$ cat src/rtl/log_accum_sequencer.sv
// ---------------------------------------------------------------------------
// log_accum_sequencer
//
// Folds a stream of LEN signed log-domain operands into one running log-domain
// sum, acc = acc (+) x[i], at one operand per clock. A single combinational
// bit-shift log adder is shared across the whole run. This module holds the
// accumulator, the operand counter and the control FSM.
//
// Magnitudes are signed 9.9 fixed point (log2 of the linear value).
//
// Ports
//   clk        in   1      rising-edge clock
//   rst_n      in   1      asynchronous active-low reset
//   start      in   1      begin a sum (sampled only when idle)
//   len        in   LEN_W  operand count, captured with start; 0 is ignored
//   in_valid   in   1      operand valid
//   in_ready   out  1      operand accept (transfer on in_valid & in_ready)
//   in_x       in   BITS   operand log magnitude
//   in_s       in   1      operand sign, 1 = negative
//   out_valid  out  1      result valid
//   out_ready  in   1      result accept
//   out_z      out  BITS   result log magnitude
//   out_sz     out  1      result sign
//   busy       out  1      high whenever a sum is in progress or pending
// ---------------------------------------------------------------------------
module log_accum_sequencer #(
    parameter int BITS  = 18,
    parameter int LEN_W = 8
) (
    input  logic             clk,
    input  logic             rst_n,
    input  logic             start,
    input  logic [LEN_W-1:0] len,
    input  logic             in_valid,
    output logic             in_ready,
    input  logic [BITS-1:0]  in_x,
    input  logic             in_s,
    output logic             out_valid,
    input  logic             out_ready,
    output logic [BITS-1:0]  out_z,
    output logic             out_sz,
    output logic             busy
);

    localparam int FRAC = 9;

    localparam logic [1:0] S_IDLE  = 2'd0;
    localparam logic [1:0] S_LOAD  = 2'd1;
    localparam logic [1:0] S_ACCUM = 2'd2;
    localparam logic [1:0] S_DONE  = 2'd3;

    // 1.0 in the 9.9 log format
    localparam logic signed [BITS-1:0] ONE = BITS'(1 << FRAC);

    logic [1:0]             state;
    logic [LEN_W-1:0]       remaining;
    logic signed [BITS-1:0] acc;
    logic                   acc_s;

    // Result of the bit-shift correction, wrapped to BITS (no saturation).
    // Same signs:     z = max + 2^-d
    // Opposite signs: z = max - 3 * 2^-d
    function automatic logic signed [BITS-1:0] wrap_sum(
        input logic signed [BITS-1:0] mx,
        input logic signed [BITS-1:0] t,
        input logic                   same_sign
    );
        logic signed [BITS-1:0] t3;
        t3 = t + (t <<< 1);
        if (same_sign)
            return mx + t;
        else
            return mx - t3;
    endfunction

    // ---------------- combinational log adder ----------------
    logic signed [BITS-1:0] in_xs;
    logic                   x_ge_y;
    logic signed [BITS-1:0] mx;
    logic signed [BITS-1:0] mn;
    logic [BITS:0]          d;
    logic [BITS:0]          d_int;
    logic signed [BITS-1:0] t;
    logic signed [BITS-1:0] add_z;
    logic                   add_s;

    always_comb begin
        in_xs  = in_x;
        x_ge_y = (acc >= in_xs);
        mx     = x_ge_y ? acc : in_xs;
        mn     = x_ge_y ? in_xs : acc;
        // Distance between operands, one bit wider so it cannot overflow
        d      = {mx[BITS-1], mx} - {mn[BITS-1], mn};
        d_int  = d >> FRAC;
        // Shift amounts past the fraction width flush the correction to 0
        t      = ONE >> d_int;
        add_z  = wrap_sum(mx, t, acc_s == in_s);
        // Sign of the larger magnitude; ties keep the accumulator's sign
        add_s  = x_ge_y ? acc_s : in_s;
    end

    // ---------------- control and accumulator ----------------
    always_ff @(posedge clk or negedge rst_n) begin
        if (!rst_n) begin
            state     <= S_IDLE;
            remaining <= '0;
            acc       <= '0;
            acc_s     <= 1'b0;
        end else begin
            case (state)
                S_IDLE: begin
                    if (start && (len != '0)) begin
                        remaining <= len;
                        state     <= S_LOAD;
                    end
                end
                S_LOAD: begin
                    // The first operand seeds acc: log zero has no encoding
                    if (in_valid) begin
                        acc       <= in_xs;
                        acc_s     <= in_s;
                        remaining <= remaining - 1'b1;
                        state     <= (remaining == LEN_W'(1)) ? S_DONE : S_ACCUM;
                    end
                end
                S_ACCUM: begin
                    if (in_valid) begin
                        acc       <= add_z;
                        acc_s     <= add_s;
                        remaining <= remaining - 1'b1;
                        if (remaining == LEN_W'(1))
                            state <= S_DONE;
                    end
                end
                S_DONE: begin
                    if (out_ready)
                        state <= S_IDLE;
                end
                default: state <= S_IDLE;
            endcase
        end
    end

    assign in_ready  = (state == S_LOAD) || (state == S_ACCUM);
    assign out_valid = (state == S_DONE);
    assign busy      = (state != S_IDLE);
    assign out_z     = acc;
    assign out_sz    = acc_s;

endmodule

$ cat config.mk
export PLATFORM = sky130hd
export DESIGN_NAME = log_accum_sequencer
export DESIGN_NICKNAME = d
export VERILOG_FILES = /design/src/rtl/log_accum_sequencer.sv
export SDC_FILE = /design/constraint.sdc
export NUM_CORES = 1
export LEC_CHECK = 0
export ABC_AREA = 1
export BUFFER_PORTS_ARGS = -buffer_cell sky130_fd_sc_hd__buf_4
export CAP_MARGIN = 20
export CORE_ASPECT_RATIO = 0.8
export CORE_MARGIN = 1
export CORE_UTILIZATION = 50
export CTS_CLUSTER_DIAMETER = 200
export DETAILED_ROUTE_END_ITERATION = 12
export HOLD_SLACK_MARGIN = 0.05
export MAX_ROUTING_LAYER = met4
export PLACE_DENSITY = 0.74
export SLEW_MARGIN = 20
export SYNTH_ARGS = -nofsm -noshare
export SYNTH_HDL_FRONTEND = slang
export SYNTH_SLANG_ARGS = --single-unit
$ cat constraint.sdc
create_clock -name clk -period 10.3 [get_ports clk]
set_input_delay 2.06 -clock clk [delete_from_list [all_inputs] [get_ports clk]]
set_output_delay 2.06 -clock clk [all_outputs]
set_load 0.03 [all_outputs]
==> flow_summary.toml <==
[critical_path]
worst_setup_path_end_kind = "flip-flop"
cp_slowest_stage_delay_ps = 470
path_class = "in2reg"
crit_slowest_cell = "fa_1"
worst-path-max-fanout = 22
path_delay_family = "simple AND/OR/NAND/NOR gates"
crit_buf_inv = 9
start_kind = "input pin"
cpMostUsedCell = "nand2_1"
critPathArrivalTime_ps = 9290
required_ps = 10460

[floorplan]
core_region_area_sq_mm = 0.00981
die_h_um = 92.8
start_util = 0.525
ioPinCount = 54
dieArea_sq_mm = 0.0107
rows = 32
die_x_um = 116

[clock_tree]
clock_sinks = 29
cts_max_path_buffers = 2
post-cts-setup-buffers = 0
cts-buffers-inserted = 5
clk_pin_slew_worst_paths_ps = 60
htreeDepth = 2
clk_latency_ps = 290
ctsResizeCount = 0
cts_tree = "yes"
hold_buffers = 0
clockRootBuffer = "clkbuf_16"

[timing]
max_slew_margin = 0.529
tns_ps = 0
worst_pin_slew_ps = 697
period_share = 0.887
setup_viol = 0
period_needed_ps = 9130
timing.fmax_mhz = 110
hold_viol_final = 0
finClkSkew_ps = 6.48
rsz0062_at_grt = "false"
drv_slew = 0

[logic_synthesis]
synth_top_family_by_area = "simple AND/OR/NAND/NOR gates"
synth_area_leaders = "nand2_1 21%, dfrtp_1 14%, ha_1 11%, inv_1 11%, nand3_1 6.6%"
ys_seq_elements = 29
synthTopCellsByCount = "286 x nand2_1, 147 x inv_1, 69 x nor2_1, 68 x nand3_1, 55 x a21oi_1"
synthXorXnorAreaFrac = 0.0269
synth.top_cell.area_share = 0.208
netlist_instances = 890
synth.cell_area_sq_mm = 0.00515
synth_cell_types = 51
yosys.area_share.simple = 0.390
synthMuxAreaShare = 0.00218
synthAdderAreaFrac = 0.151
synth_compound_area_frac = 0.165
syn_area_per_cell_sq_um = 5.79
seq_area_frac_synth = 0.141
synth_top_area_cell = "nand2_1"
async_flop_share = 1.00
synth_edf_count = 0
synth.most_common_cell = "nand2_1"
yosysWarnings = 0
synth_nets = 978
synthFlopType = "dfrtp_1"

[global_routing]
grt_pass1_wl_mm = 25.4
grt_max_degree = 30
antenna_found_initial = 0
grtUsageTotal = 0.316
grt_pass1_vias = 5095
gr-total-overflow = 0

[detailed_routing]
drtPass1Iterations = 5
drc = 0
vias = 5787
avgViaCountPerCell = 5.38
finalWirelength_mm = 15.6
drt_iter0_markers = 486
final_antenna_net_count = 0
drt-wirelength-per-cell_um = 14.5

[cells_and_area]
final_net_count = 1027
antenna_cells = 0
fin_cells = 1076
drive_gt1_frac = 0.0904
final_util = 0.595
fill_cells = 1033
area.growth.synth_to_final_pct = 13.3

[place]
gp_congestion = 0.991
dp.cells = 1068
post-dp-hpwl_mm = 12.6
io_buffers = 53

[power_and_ir_drop]
clockPowerShare = 0.070
p_switching_mw = 1.36
intPower_mw = 0.869
finalPower_mw = 2.23
netSwitchingFraction = 0.610
power.density_mw_per_mm2 = 382
p_leak_nw = 3.20
p_comb_frac = 0.822
vdd_drop_max_v = 0.000289
seq_power_share = 0.108

[min_path]
hold_path.class = "reg2reg"

[run_status]
status = "complete, no violations"

[flow_run]
drv_cap = 0
-- power by group through the flow --
stage,clock network (mW),logic (mW),registers (mW)
6_report,0.155,1.83,0.242
5_1_grt,0.166,2.06,0.250
4_1_cts,0.158,1.81,0.240
3_5_place_dp,0,1.80,0.241
3_3_place_gp,0,1.80,0.241
2_1_floorplan,0,1.29,0.296
-- layout make-up --
class / instances / area (sq um) / share of cell area
Multi-Input combinational cell: 696 / 3800 / 0.651
Inverter: 150 / 563 / 0.0964
Clock inverter: 2 / 13.8 / 0.00236
Clock buffer: 6 / 139 / 0.0238
Tap cell: 136 / 170 / 0.0291
Timing Repair Buffer: 57 / 428 / 0.0733
Sequential cell: 29 / 726 / 0.124
-- path summary, 6_finish.rpt --
check                          endpoint  depth (start not counted)         start  slack (ps)
min in group asynchronous  remaining[0]                          1         rst_n        1690
min                        remaining[2]                          1  remaining[2]         560
max in group asynchronous     out_z[17]                          1         rst_n        8300
min reg2reg                remaining[2]                          1  remaining[2]         560
max                           out_z[16]                         50      in_x[13]        1170
max reg2reg                   out_z[16]                         49     out_z[15]        2660
-- flip-flops by register name, indices dropped and copies added, names as in the netlist --
| signal | cells |
|---|---|
| out_z | 18 |
| remaining | 8 |
| state | 2 |
| out_sz | 1 |
-- cells by family after synthesis --
group / after synthesis
and+or+nand+nor: 475
buffers and inverters: 165
AOI/OAI and AO/OA: 148
adders and majority gates: 56
DFF: 29
xor gates and xnor gates: 15
other: 1
muxes: 1
-- per-layer routing --
layer	wire, um	vias to the layer above	GRT usage
li1	-	2998	-
met1	7870	2571	0.458
met2	6230	193	0.445
met3	1090	25	0.0484
met4	429	0	0.0952
met5	0	-	-
-- through the flow --
| step | hold WS, ps | worst slack, ps | cell area (sq um) |
|---|---|---|---|
| after floorplan | 511 | 2520 | 5150 |
| after global placement | 538 | 1150 | 5690 |
| after detailed placement | 545 | 1030 | 5690 |
| after CTS | 559 | 1310 | 5840 |
| after global routing | 578 | 235 | 5840 |
| final | 564 | 1170 | 5840 |
-- placed cells by master (no fill, tap or decap), types with 3 or more instances in the layout --
master       n
nor3_1       9
buf_4       57
ha_1        46
nor2_2       4
nand2_2      4
nand3b_1     3
o22ai_1      6
and2_1       3
nor2_1      69
o31ai_1      3
fa_1        10
inv_1      147
xor2_1       8
xnor2_1      5
a21oi_1     55
nor4_1       3
nand4_1     20
nand3_1     68
clkbuf_16    5
nand2_1    286
dfrtp_1     29
o211ai_1     9
o21ai_1     12
o21ai_0     43
No activity file was read; power rests on OpenSTA's default activity.
